`src/rtl/fetch_pkg.sv`:
```
// Shared types and defaults for the instruction fetch unit and its prefetch queue.
package fetch_pkg;

    typedef enum logic [1:0] {
        ST_RUN     = 2'd0,
        ST_WAIT    = 2'd1,
        ST_DISCARD = 2'd2
    } fetch_state_t;

    localparam int          DEFAULT_DEPTH    = 4;
    localparam logic [31:0] DEFAULT_RESET_PC = 32'h0000_0000;

    function automatic logic [31:0] word_align(input logic [31:0] addr);
        return {addr[31:2], 2'b00};
    endfunction

    function automatic logic [31:0] next_word_pc(input logic [31:0] addr);
        return addr + 32'd4;
    endfunction

endpackage

```
`src/rtl/fetch_fifo.sv`:
```
// Prefetch queue holding {pc, instr} pairs; flush empties it in one cycle.
module fetch_fifo
    import fetch_pkg::*;
#(
    parameter int DEPTH = DEFAULT_DEPTH,
    localparam int AW = $clog2(DEPTH),
    localparam int CW = AW + 1
) (
    input  logic          clk,
    input  logic          rst,
    input  logic          flush,
    input  logic          push,
    input  logic [63:0]   push_data,
    input  logic          pop,
    output logic [63:0]   head_data,
    output logic [CW-1:0] count
);

    if (DEPTH < 2 || DEPTH > 16 || (DEPTH & (DEPTH - 1)) != 0) begin : g_bad_depth
        $error("fetch_fifo: DEPTH must be a power of two between 2 and 16");
    end

    logic [63:0]   mem [DEPTH];
    logic [AW-1:0] wr_ptr;
    logic [AW-1:0] rd_ptr;
    logic          do_push;
    logic          do_pop;

    assign do_push = push && !flush;
    assign do_pop  = pop && !flush;

    // Storage carries no reset; the head is masked while the queue is empty.
    always_ff @(posedge clk) begin
        if (do_push) begin
            mem[wr_ptr] <= push_data;
        end
    end

    always_ff @(posedge clk or negedge rst) begin
        if (!rst) begin
            wr_ptr <= '0;
            rd_ptr <= '0;
            count  <= '0;
        end else if (flush) begin
            wr_ptr <= '0;
            rd_ptr <= '0;
            count  <= '0;
        end else begin
            if (do_push) begin
                wr_ptr <= wr_ptr + AW'(1);
            end
            if (do_pop) begin
                rd_ptr <= rd_ptr + AW'(1);
            end
            case ({do_push, do_pop})
                2'b10:   count <= count + CW'(1);
                2'b01:   count <= count - CW'(1);
                default: count <= count;
            endcase
        end
    end

    assign head_data = (count != '0) ? mem[rd_ptr] : 64'd0;

endmodule

```
`src/rtl/fetch_unit.sv`:
```
// Instruction fetch: one outstanding memory request, redirect handling, prefetch queue.
module fetch_unit
    import fetch_pkg::*;
#(
    parameter int          DEPTH    = DEFAULT_DEPTH,
    parameter logic [31:0] RESET_PC = DEFAULT_RESET_PC
) (
    input  logic        clk,
    input  logic        rst,
    output logic        imem_req,
    output logic [31:0] imem_addr,
    input  logic        imem_ack,
    input  logic [31:0] imem_rdata,
    input  logic        redirect,
    input  logic [31:0] redirect_pc,
    output logic        instr_valid,
    output logic [31:0] instr,
    output logic [31:0] instr_pc,
    input  logic        instr_ready
);

    localparam int            CW      = $clog2(DEPTH) + 1;
    localparam logic [CW-1:0] DEPTH_C = CW'(DEPTH);

    fetch_state_t  state;
    logic [31:0]   fetch_pc;
    logic [CW-1:0] count;
    logic [63:0]   head_data;
    logic          has_room;
    logic          push;
    logic          pop;

    assign has_room    = (count < DEPTH_C);
    assign push        = (state == ST_WAIT) && imem_ack && !redirect;
    assign instr_valid = (count != '0) && !redirect;
    assign pop         = instr_valid && instr_ready;
    assign instr_pc    = head_data[63:32];
    assign instr       = head_data[31:0];

    fetch_fifo #(
        .DEPTH (DEPTH)
    ) u_fifo (
        .clk       (clk),
        .rst       (rst),
        .flush     (redirect),
        .push      (push),
        .push_data ({imem_addr, imem_rdata}),
        .pop       (pop),
        .head_data (head_data),
        .count     (count)
    );

    // A redirect always rewrites fetch_pc; the state decides what happens to an in-flight request.
    always_ff @(posedge clk or negedge rst) begin
        if (!rst) begin
            state     <= ST_RUN;
            fetch_pc  <= word_align(RESET_PC);
            imem_addr <= word_align(RESET_PC);
            imem_req  <= 1'b0;
        end else begin
            if (redirect) begin
                fetch_pc <= word_align(redirect_pc);
            end
            case (state)
                ST_RUN: begin
                    if (!redirect && has_room) begin
                        state     <= ST_WAIT;
                        imem_req  <= 1'b1;
                        imem_addr <= fetch_pc;
                    end
                end
                ST_WAIT: begin
                    if (imem_ack) begin
                        state    <= ST_RUN;
                        imem_req <= 1'b0;
                        if (!redirect) begin
                            fetch_pc <= next_word_pc(imem_addr);
                        end
                    end else if (redirect) begin
                        state <= ST_DISCARD;
                    end
                end
                ST_DISCARD: begin
                    if (imem_ack) begin
                        state    <= ST_RUN;
                        imem_req <= 1'b0;
                    end
                end
                default: begin
                    state    <= ST_RUN;
                    imem_req <= 1'b0;
                end
            endcase
        end
    end

endmodule

```
`config.mk`:
```
export PLATFORM = sky130hd
export DESIGN_NAME = fetch_unit
export DESIGN_NICKNAME = d
export VERILOG_FILES = /design/src/rtl/fetch_pkg.sv /design/src/rtl/fetch_fifo.sv /design/src/rtl/fetch_unit.sv
export SDC_FILE = /design/constraint.sdc
export NUM_CORES = 1
export LEC_CHECK = 0
export BUFFER_PORTS_ARGS = -buffer_cell sky130_fd_sc_hd__buf_2
export CORE_ASPECT_RATIO = 1.2
export CORE_MARGIN = 3
export CORE_UTILIZATION = 40
export DETAILED_ROUTE_END_ITERATION = 10
export GPL_TIMING_DRIVEN = 0
export PLACE_DENSITY = 0.67
export SLEW_MARGIN = 0
export SYNTH_ARGS = -nofsm -noshare
export SYNTH_HDL_FRONTEND = slang
export SYNTH_SLANG_ARGS = --single-unit
```
`constraint.sdc`:
```
create_clock -name clk -period 3.2 [get_ports clk]
set_clock_uncertainty 0.2 [all_clocks]
set_input_delay 0.64 -clock clk [delete_from_list [all_inputs] [get_ports clk]]
set_output_delay 0.64 -clock clk [all_outputs]
set_load 0.005 [all_outputs]
```
==> results.md, run 1 <==
- Counting the buffers created by CTS gives 35.
- The effective utilization at floorplan is 40.6%.
- From bottom edge to top edge, the die measures 207 µm.
- Synthesis handed over a netlist of 784 instances.
- The cell type with the largest total area after synthesis is edfxtp_1.
- The worst IR drop on VDD is 0.445 mV.
- The startpoint of the tightest hold check path is redirect_pc[5].
- In this run the biggest area consumer among cell types represents 57.1% of the synthesized area.
- The HPWL after detailed placement is 19900 µm.
- The worst register-to-register path ends at u_fifo.mem[3][11]$_DFFE_PP_.
- The fraction of layout cells with a size suffix above 1 is 34.8%.
- In this run the clock root is driven by a clkbuf_16.
- The clock edge transition at the registers on the reported setup and hold paths is 0.06 ns.
- Entering global routing, the biggest net connects 54 pins.
- The via count of the first global-routing pass is 7882.
- The total global routing track utilization is 17.1%.
- Routability-driven placement finished with a final weighted congestion of 0.819.
- In this run the worst setup path begins at u_fifo.rd_ptr[0]$_DFFE_PN0P_.
- The remaining number of nets flagged by the antenna check after routing is 0.
- The maximum net fanout on the critical path is 10.
- The post-detailed-routing wire length is 30600 µm.
- The worst slew margin relative to its limit is 41.2%.
- After synthesis, flip-flops and latches occupy 70.8% of the total area.
- At the pin with the least slew margin, the transition time is 0.879 ns.
- The max-slew violation count is 0.
- The critical path in this run is classified as reg2out.
- The final clock period utilization by the worst path is 98.3%.
- Measured in cells, the most critical reg-to-reg path has a length of 7.
- The first-iteration detailed-routing DRC count is 522.
- Once layout is complete, the utilization of the core stands at 48.7%.
- In this run, synthesis inferred 256 flip-flops with an integrated enable.
- The die is 174 µm wide.
- Synthesis produced a netlist with a net count of 862.
- A synthesized cell averages 17.2 µm².
- The clock net in this run drives a total of 330 sinks.
- The clock tree from TritonCTS is built.
- The longest clock path from root to sink contains 3 buffers.
- The capture point of the worst path is instr_pc[21].
- During placement, the flow inserted port buffers numbering 163.
- Final hold analysis gives a worst-case slack of 0.122 ns.
- The final layout net count is 1068.
- The core outline area is 33200 µm².
- The startpoint class of the critical path is a register.
- The path class of the lowest-slack min-delay path is in2reg.
- The H-tree depth is 2.
- Across the run, the number of max-cap violations was 0.
- The detailed-route via count is 7596.
- For this run, design rule violations remaining after detail routing come to 0.
- The global-route wire length before repair is 47400 µm.
- Setup violations remaining at the end of the flow were counted as 0.
- The reg2reg setup slack is 0.17 ns.
- Yosys printed 0 warnings.
- The top-level port count is 167.
- The flow ran to the end, and the final reports show no timing, DRC or antenna violations.
- The kind of capture point of the worst setup path is an output port.
- Setup repair after global routing could not meet its margin everywhere.
- The netlist area before placement is 13500 µm².
- Power spread over the standard cell area amounts to 833 nW/µm².
- The number of detailed-routing iterations run before antenna repair is 5.
- The most used flip-flop cell after synthesis is edfxtp_1.
- The worst path needs 3.15 ns of the cycle, external delays included.
- The data required time of the worst path is 2.36 ns.
- Dividing the detail-routed wire length by the instance count gives 20.9 µm.
- After synthesis, the cell types taking the most area are edfxtp_1 (57%), dfrtp_1 (14%), mux4_2 (11%), and2_1 (3.1%), mux2_2 (2.5%).
- In the post-route analysis, the smallest setup slack over all paths is 0.0531 ns.
- The startpoint identified for the worst register-to-register timing path is state[1]$_DFFE_PN0P_.
- The fmax is 318 MHz.
- The pre-CTS worst setup slack is 0.119 ns.
- The total count of hold-check failures in the final report is 0.
- Relative to the synthesized area, the layout overhead comes to 19.9%.
- The number of antenna violations at the first check in global routing is 0.
- The floorplan step defined a die boundary enclosing 35900 µm².
- The number of unique standard cell types used by synthesis is 44.
- The analysis attributes to cell leakage a power of 5.94 nW.
- 0 antenna diodes ended up in the layout.
- At the later pin of the worst-skew pair, clock insertion delay measures 0.53 ns.
- The synthesized design contains 330 register bits.
- The number of rows created at floorplan is 73.
- The remaining global-route overflow is 0.
- For the worst setup path, the data arrival time is 2.31 ns.
- The proportion of register bits with asynchronous set or reset after synthesis is 22.4%.
- The vias per cell is 5.18.
## cell type report
cell class                 instances  area (µm²)
tap                              450         563
multi-input combinational        405        3740
clock buffer                      41         920
timing repair buffer             169         958
fill                            2852       17000
buffer                            41         224
sequential                       330        9540
inverter                           8        30.0
clock inverter                    22         174
## cell usage after synthesis, types with 8 or more instances
library cell,number
edfxtp_1,256
dfrtp_1,74
and2_1,66
mux4_2,64
nand2_1,55
mux2_2,30
o21ai_0,26
nor2_1,20
a21oi_1,19
xor2_1,19
clkbuf_1,18
and3_1,17
nand3_1,17
buf_2,14
xnor2_1,13
o221ai_1,11
nand4_1,10
ha_1,8
inv_1,8
## logic make-up after synthesis
group,Yosys count,synth area share [%]
AO/OA/AOI/OAI,65,2.93
XOR/XNOR,32,2.08
adder cells (fa/ha/maj),9,0.892
buffers and inverters,49,1.61
flip-flops,330,70.8
multiplexers,96,13.4
AND/OR/NAND/NOR,203,8.34
## stage by stage
stage                     setup TNS, ns  cell area (µm²)  total power (W)  std cells
after floorplan                       0            13500          0.00803        784
after detailed placement              0            15000          0.00971       1402
after global placement          -154.66            14900          0.00960       1397
final                                 0            16200           0.0135       1466
after CTS                             0            16200           0.0137       1466
after global routing              -1.01            16200           0.0142       1466
## power by group
part	switching [W]	internal (W)
Clock	0.00163	0.00223
Combinational	0.00175	0.00179
Sequential	0.000713	0.00533
## metal layers
metal  track usage [%]  part of all wire, %
met1              22.8                   43
met2              28.7                   49
met3              3.23                  5.7
met4              4.78                  2.2
met5                 0                    0
## what timing repair did
item / 4_1_cts / 5_1_grt
hold endpoints to repair: 37 / 0
setup buffers: 0 / 0
resized for setup: 19 / 1
hold buffers: 1 / 0
setup endpoints to repair: 49 / 25
cloned: 0 / 0
pin swaps: 0 / 0
## worst max-delay path, stage by stage (launching register included)
cell and delay (ns):
dfrtp_1 0.45, buf_6 0.22, buf_4 0.28, mux4_2 0.52, and2_1 0.17, buf_2 0.15
## flip-flops by register name (all words and copies together), names as in the netlist
signal,count
u_fifo.wr_ptr,2
fetch_pc,32
u_fifo.mem,256
imem_req,1
u_fifo.count,3
imem_addr,32
state,2
u_fifo.rd_ptr,2
## worst min path at each step
stage | end | slack [ns] | cells after the start
3_3_place_gp | imem_addr[7]$_DFFE_PN0P_ | 0.26 | 2
4_1_cts | fetch_pc[5]$_DFF_PN0_ | 0.1 | 3
5_1_grt | u_fifo.mem[2][26]$_DFFE_PP_ | 0.11 | 1
3_5_place_dp | imem_addr[14]$_DFFE_PN0P_ | 0.26 | 2
6_report | fetch_pc[5]$_DFF_PN0_ | 0.12 | 3
2_1_floorplan | fetch_pc[0]$_DFF_PN0_ | 0.14 | 0
## cell usage in the layout (no fill, tap or decap), types with 17 or more instances in the layout
cell type,count
edfxtp_1,256
buf_2,177
dfrtp_1,74
and2_1,66
mux4_2,64
nand2_1,55
clkbuf_16,36
mux2_2,30
o21ai_0,26
nor2_1,20
xor2_1,19
a21oi_1,19
clkbuf_1,18
nand3_1,17
Power figures use the tool's default switching activity.
==> run 2: changes to the inputs <==
--- a/config.mk
+++ b/config.mk
@@ -12,6 +12,7 @@
 export DETAILED_ROUTE_END_ITERATION = 10
 export GPL_TIMING_DRIVEN = 0
 export PLACE_DENSITY = 0.67
+export REMOVE_ABC_BUFFERS = 1
 export SLEW_MARGIN = 0
 export SYNTH_ARGS = -nofsm -noshare
 export SYNTH_HDL_FRONTEND = slang
==> results.md, run 2 (synthesis gave the netlist of run 1 again) <==
- The count of input and output buffers is 164 (was 163).
- The H-tree depth came to 2 (unchanged).
- The total count of hold-check failures in the final report is 0 (unchanged).
- The pin count of the biggest net entering global routing was 63 (was 54).
- The number of antenna violations at the first check in global routing was 1 (was 0).
- The remaining number of nets flagged by the antenna check after routing was 0 (unchanged).
- The portion of total power attributed to combinational logic is 26.3% (about the same).
- The remaining global-route overflow is 0 (unchanged).
- The diode insertion count for antenna repair is 0 (unchanged).
- The type of the worst setup path is in2out (was reg2out).
- The clock power share is 28.4% (was 28.7%).
- The reg-to-reg startpoint is state[1]$_DFFE_PN0P_ (unchanged).
- The post-detailed-routing wire length is 29900 µm (was 30600 µm).
- Regs by FF count: u_fifo.mem (256), fetch_pc (32), imem_addr (32) (unchanged).
- The CTS buffer count is 35 (unchanged).
- The root buffer selected by CTS is clkbuf_16 (unchanged).
- The per-cell routed wire length came to 20.8 µm (was 20.9 µm).
- The path class of the lowest-slack min-delay path was in2reg (unchanged).
- The clock tree from TritonCTS is built (unchanged).
- The startpoint of the tightest hold check path is redirect_pc[6] (was redirect_pc[5]).
- The transition time at the pin with the least slew margin is 0.888 ns (was 0.879 ns).
- The deepest clock path buffer count is 3 (unchanged).
- The worst hold endpoint is fetch_pc[6]$_DFF_PN0_ (was fetch_pc[5]$_DFF_PN0_).
- The number of clock sinks seen by CTS was 330 (unchanged).
- The die outline area is 35900 µm² (unchanged).
- Unrepaired setup endpoints after global routing: no (was yes).
- The max-capacitance violation count is 0 (unchanged).
- Result of the run: finished, final reports clean (unchanged).
- Most used cells in the layout excluding fill and tap cells: edfxtp_1 (256), buf_2 (162), dfrtp_1 (72) (was edfxtp_1 (256), buf_2 (177), dfrtp_1 (74)).
- The max-slew violation count is 0 (unchanged).
- The worst-case reg-to-reg path depth is 5 (was 7).
- The post-detailed-placement cell area came to 15000 µm² (about the same).
- The largest register by flop count is u_fifo.mem (unchanged).
- The standby leakage power is 5.85 nW (was 5.94 nW).
- The arrival time reported for the critical path endpoint is 2.20 ns (was 2.31 ns).
- The data required time of the worst path came to 2.36 ns (about the same).
- The vias per cell is 5.19 (was 5.18).
- The final layout net count is 1037 (was 1068).
- The count of unresolved DRC violations after routing came to 0 (unchanged).
- The worst IR drop on VDD came to 0.717 mV (was 0.445 mV).
- The first-iteration detailed-routing DRC count was 647 (was 522).
- The via count of the first global-routing pass is 7716 (was 7882).
- The total global routing track utilization came to 16.5% (was 17.1%).
- The fraction of layout cells with a size suffix above 1 came to 34.3% (was 34.8%).
- The number of rows created at floorplan was 73 (unchanged).
- The die width is 174 µm (unchanged).
- The startpoint class of the critical path is an input port (was register).
- The relative contribution of sequential cells to total power was 45.3% (was 44.9%).
- The number of instances on the worst hold path is 3 (unchanged).
- The detailed-route via count is 7437 (was 7596).
- The vertical die dimension is 207 µm (unchanged).
- The power density over cell area is 827 nW/µm² (was 833 nW/µm²).
- The net switching power came to 0.00397 W (was 0.00410 W).
- The leading cell type in the layout, fill and taps excluded is edfxtp_1 (unchanged).
- The number of filler instances in the final layout is 2819 (was 2852).
- The top-level port count is 167 (unchanged).
- The count of endpoints failing setup in the final report is 0 (unchanged).
- The clock latency of the later-clocked register in the worst-skew pair is 0.51 ns (was 0.53 ns).
- The final sum of negative setup slack is 0 ns (unchanged).
- The worst hold slack came to 0.143 ns (was 0.122 ns).
- The design area was 16100 µm² (was 16200 µm²).
- The kind of capture point of the worst setup path is an output port (unchanged).
- The effective utilization at floorplan is 40.6% (unchanged).
- The number of detailed-routing iterations run before antenna repair is 4 (was 5).
- The placed wire-length estimate is 17500 µm (was 19900 µm).
- The fmax is 329 MHz (was 318 MHz).
- The global-route wire length before repair is 46100 µm (was 47400 µm).
- The weighted congestion reported at the end of routability-driven placement is 0.719 (was 0.819).
- The final clock period utilization by the worst path is 94.9% (was 98.3%).
- The share of the core filled with cells is 48.5% (was 48.7%).
- The number of flip-flops in the largest register is 256 (unchanged).
- The final critical path time including I/O delays and setup is 3.04 ns (was 3.15 ns).
- The end of the worst register-to-register path is fetch_pc[15]$_DFF_PN0_ (was u_fifo.mem[3][11]$_DFFE_PP_).
- The net switching fraction of the power is 29.9% (was 30.5%).
- The area growth from synthesis to final layout is 19.4% (was 19.9%).
- The worst slew margin relative to its limit is 40.6% (was 41.2%).
- The clock edge transition at the registers on the reported setup and hold paths is 0.06 ns (about the same).
- The core outline area was 33200 µm² (unchanged).
- The maximum net fanout on the critical path was 62 (was 10).
- The total internal power came to 0.00934 W (was 0.00935 W).
- The reg2reg setup slack was 0.23 ns (was 0.17 ns).
run 2: cell count changes in the layout (fill, tap and decap cells not counted), sizes merged:
cell | previous run | this run
buf | 192 | 178
clkinv | 17 | 12
bufinv | 2 | 0
clkbuf | 58 | 49
inv | 11 | 8
clkinvlp | 0 | 1
run 2: layout make-up:
type                       instances  area [µm²]  area share, %
multi-input combinational        405        3750           23.3
tap                              450         563           3.50
timing repair buffer             179        1130           7.04
clock inverter                    13        67.6          0.420
inverter                           8        30.0          0.187
clock buffer                      49        1000           6.22
sequential                       330        9550           59.3
run 2: per-layer routing:
| metal | wire length, µm | up-vias | track usage, % | part of all wire, % |
|---|---|---|---|---|
| met5 | 12 | - | 0 | 0.040 |
| met4 | 572 | 2 | 4.28 | 1.9 |
| met3 | 1400 | 42 | 3.17 | 4.7 |
| met2 | 14700 | 179 | 27.4 | 49 |
| met1 | 13200 | 3844 | 22.4 | 44 |
| li1 | - | 3370 | - | - |
run 2: how the worst max path moves through the flow:
stage | from | to | slack [ns] | cells after the start
after detailed placement | redirect | fetch_pc[15]$_DFF_PN0_ | -0.59 | 4
after CTS | u_fifo.rd_ptr[1]$_DFFE_PN0P_ | instr[19] | 0.11 | 4
after global routing | redirect | instr_valid | 0.06 | 4
after floorplan | u_fifo.rd_ptr[0]$_DFFE_PN0P_ | instr[0] | -1.06 | 2
after global placement | u_fifo.rd_ptr[0]$_DFFE_PN0P_ | instr[19] | -2.56 | 3
final | redirect | instr_valid | 0.16 | 4
run 2: through the flow:
stage,worst slack [ns],std cells,power [W]
global route,0.0576,1434,0.0140
detailed placement,-0.594,1367,0.00959
floorplan,-1.06,743,0.00798
finish,0.164,1434,0.0133
CTS,0.106,1434,0.0135
global placement,-2.56,1357,0.00949
run 2: what timing repair did:
| action | in CTS | in global routing |
|---|---|---|
| setup endpoints to repair | 75 | 0 |
| setup buffers | 4 | 0 |
| hold endpoints to repair | 16 | 0 |
| hold buffers | 1 | 0 |
| gates resized for setup | 2 | 0 |
run 2: critical path: stages:
cell and delay (ns):
buf_4 0.51, inv_1 0.57, and2_1 0.30, buf_2 0.12
run 2: power groups by stage:
| stage | Clock, W | Sequential, W | Combinational (W) |
|---|---|---|---|
| after global routing | 0.00408 | 0.00611 | 0.00383 |
| after CTS | 0.00390 | 0.00603 | 0.00360 |
| after global placement | 0 | 0.00632 | 0.00316 |
| after floorplan | 0 | 0.00605 | 0.00193 |
| after detailed placement | 0 | 0.00623 | 0.00336 |
| final | 0.00378 | 0.00603 | 0.00350 |
==> run 3: changes to the inputs <==
==> constraint.sdc (replaced) <==
create_clock -name clk -period 3.2 [get_ports clk]
set_clock_uncertainty 0.2 [all_clocks]
set_input_delay 0.16 -clock clk [delete_from_list [all_inputs] [get_ports clk]]
set_output_delay 0.16 -clock clk [all_outputs]
set_load 0.005 [all_outputs]
==> results.md, run 3 (synthesis gave the netlist of run 1 again) <==
- The portion of total power attributed to combinational logic is 25.9% (was 26.3%).
- The fraction of layout cells with a size suffix above 1 is 32.0% (was 34.3%).
- The overall power of the completed layout is 0.0133 W (about the same).
- The CTS buffer count was 35 (unchanged).
- The top-level port count was 167 (unchanged).
- The die width came to 174 µm (unchanged).
- The net switching power was 0.00397 W (about the same).
- The clock power share was 28.4% (about the same).
- The number of antenna violations at the first check in global routing is 0 (was 1).
- The global-route wire length before repair is 46900 µm (was 46100 µm).
- The startpoint class of the critical path was a register (was input port).
- The count of non-filler cells in the finished layout was 1498 (was 1434).
- The combined flip-flop and latch cell area is 9550 µm² (unchanged).
- The share of the core filled with cells is 50.4% (was 48.5%).
- The area of combinational cells with multiple inputs is 3750 µm² (about the same).
- Result of the run: finished, final reports clean (unchanged).
- The vertical die dimension is 207 µm (unchanged).
- The clock edge transition at the registers on the reported setup and hold paths is 0.06 ns (about the same).
- The core outline area is 33200 µm² (unchanged).
- The total internal power came to 0.00935 W (was 0.00934 W).
- The cell at the slowest stage of the critical path is nand2_1 (was inv_1).
- The data required time of the worst path is 3.40 ns (was 2.36 ns).
- The max-capacitance violation count was 0 (unchanged).
- The number of filler instances in the final layout is 2783 (was 2819).
- The largest register by flop count is u_fifo.mem (unchanged).
- The arrival time reported for the critical path endpoint was 3.18 ns (was 2.20 ns).
- The total global routing track utilization came to 16.6% (was 16.5%).
- The detailed-route via count came to 7668 (was 7437).
- The first-iteration detailed-routing DRC count is 592 (was 647).
- The diode insertion count for antenna repair was 0 (unchanged).
- The final layout net count is 1101 (was 1037).
- The area growth from synthesis to final layout is 24.1% (was 19.4%).
- The path class of the lowest-slack min-delay path was in2reg (unchanged).
- The placed wire-length estimate came to 17500 µm (unchanged).
- The type of the worst setup path is reg2reg (was in2out).
- The post-placement cell count was 1367 (unchanged).
- The post-detailed-routing wire length is 30400 µm (was 29900 µm).
- The worst IR drop on VDD is 0.699 mV (was 0.717 mV).
- The fmax was 336 MHz (was 329 MHz).
- The final clock period utilization by the worst path is 92.9% (was 94.9%).
- The clock latency of the later-clocked register in the worst-skew pair is 0.51 ns (about the same).
- The maximum net fanout on the critical path is 20 (was 62).
- The vias per cell is 5.12 (was 5.19).
- The clock tree from TritonCTS is built (unchanged).
- Regs by FF count: u_fifo.mem (256), fetch_pc (32), imem_addr (32) (unchanged).
- The max-slew violation count is 0 (unchanged).
- The worst slew margin relative to its limit is 21.8% (was 40.6%).
- The net switching fraction of the power came to 29.8% (was 29.9%).
- The count of endpoints failing setup in the final report was 0 (unchanged).
- The family of cells with the greatest summed delay on the critical path is simple AND/OR/NAND/NOR gates (was buffers and inverters).
- The delay of the slowest cell on the worst path came to 0.77 ns (was 0.57 ns).
- Most used cells in the layout excluding fill and tap cells: edfxtp_1 (256), buf_2 (163), dfrtp_1 (72) (was edfxtp_1 (256), buf_2 (162), dfrtp_1 (72)).
- The root buffer selected by CTS is clkbuf_16 (unchanged).
- The remaining global-route overflow is 0 (unchanged).
- Unrepaired setup endpoints after global routing: no (unchanged).
- The via count of the first global-routing pass is 8027 (was 7716).
- The total count of hold-check failures in the final report is 0 (unchanged).
- The number of detailed-routing iterations run before antenna repair is 4 (unchanged).
- The kind of capture point of the worst setup path is a register (was output port).
- The count of unresolved DRC violations after routing is 0 (unchanged).
- The effective utilization at floorplan came to 40.6% (unchanged).
- The pin count of the biggest net entering global routing came to 63 (unchanged).
- The H-tree depth came to 2 (unchanged).
- The standby leakage power is 6.11 nW (was 5.85 nW).
- The deepest clock path buffer count is 3 (unchanged).
- Cell-by-cell listing of the critical path: inv_1, ha_1, and2_1, nand2_1, o221ai_1 (was buf_4, inv_1, and2_1, buf_2).
- The remaining number of nets flagged by the antenna check after routing is 0 (unchanged).
- The number of rows created at floorplan is 73 (unchanged).
- The transition time at the pin with the least slew margin is 1.17 ns (was 0.888 ns).
- The per-cell routed wire length is 20.3 µm (was 20.8 µm).
- The final critical path time including I/O delays and setup is 2.97 ns (was 3.04 ns).
- The number of clock sinks seen by CTS is 330 (unchanged).
- The power density over cell area came to 797 nW/µm² (was 827 nW/µm²).
- The die outline area is 35900 µm² (unchanged).
- The leading cell type in the layout, fill and taps excluded is edfxtp_1 (unchanged).
- The weighted congestion reported at the end of routability-driven placement is 0.719 (unchanged).
- The relative contribution of sequential cells to total power is 45.6% (was 45.3%).
- The count of input and output buffers is 164 (unchanged).
- The number of buffer and inverter instances along the worst setup path is 1 (was 3).
- The number of flip-flops in the largest register is 256 (unchanged).
## run 3: cell types whose count changed in the layout (fill, tap and decap cells not counted)
cell,before,now
buf_12,3,2
or3_2,0,1
buf_4,4,1
buf_2,162,163
or3_4,1,0
dlygate4sd3_1,1,68
## run 3: timing repair
action                                  CTS  global route
endpoints found under the setup margin    0            28
endpoints found under the hold margin   240             0
setup buffers                             0             1
hold buffers                             68             0
resized for setup                         0             0
## run 3: path summary, 6_finish.rpt
path	slack, ns	end	from	cells after the start
min in group asynchronous	0.53	imem_req$_DFFE_PN0P_	rst	4
min	0.18	u_fifo.count[2]$_DFFE_PN0P_	redirect	2
max in group asynchronous	1.12	imem_addr[22]$_DFFE_PN0P_	rst	4
min reg2reg	0.27	imem_addr[14]$_DFFE_PN0P_	fetch_pc[14]$_DFF_PN0_	2
max reg2reg	0.23	fetch_pc[15]$_DFF_PN0_	state[1]$_DFFE_PN0P_	5
max	0.23	fetch_pc[15]$_DFF_PN0_	state[1]$_DFFE_PN0P_	5
## run 3: worst register-to-register path, cell delays in order (launching register included)
cell and delay [ns]:
dfrtp_1 0.41, inv_1 0.09, ha_1 0.24, and2_1 0.73, nand2_1 0.77, o221ai_1 0.42
## run 3: power by group through the flow
stage               clock (W)  sequential [W]  combinational (W)
detailed placement          0         0.00623            0.00336
CTS                   0.00390         0.00615            0.00344
finish                0.00379         0.00608            0.00346
global route          0.00407         0.00619            0.00377
global placement            0         0.00632            0.00316
floorplan                   0         0.00605            0.00193
## run 3: area by class of cell
class                      count  area share (%)
sequential                   330            57.1
tap                          450            3.37
clock buffer                  49            5.99
clock inverter                13           0.404
multi-input combinational    405            22.4
inverter                       8           0.180
timing repair buffer         243            10.6
## run 3: metrics by stage
step / hold WS (ns) / area, µm² / TNS (ns) / worst slack, ns
after CTS: 0.171 / 16700 / 0 / 0.0287
after global routing: 0.197 / 16700 / 0 / 0.0445
after detailed placement: -0.149 / 15000 / -1.36 / -0.114
final: 0.185 / 16700 / 0 / 0.226
after global placement: 0.169 / 14700 / -656.18 / -2.08
after floorplan: -0.336 / 13300 / -70.37 / -0.577
## run 3: layer usage
layer,global-route usage (%),routed length [µm]
met1,22.5,13400
met2,27.9,15100
met3,2.92,1260
met4,4.39,593
met5,0,0
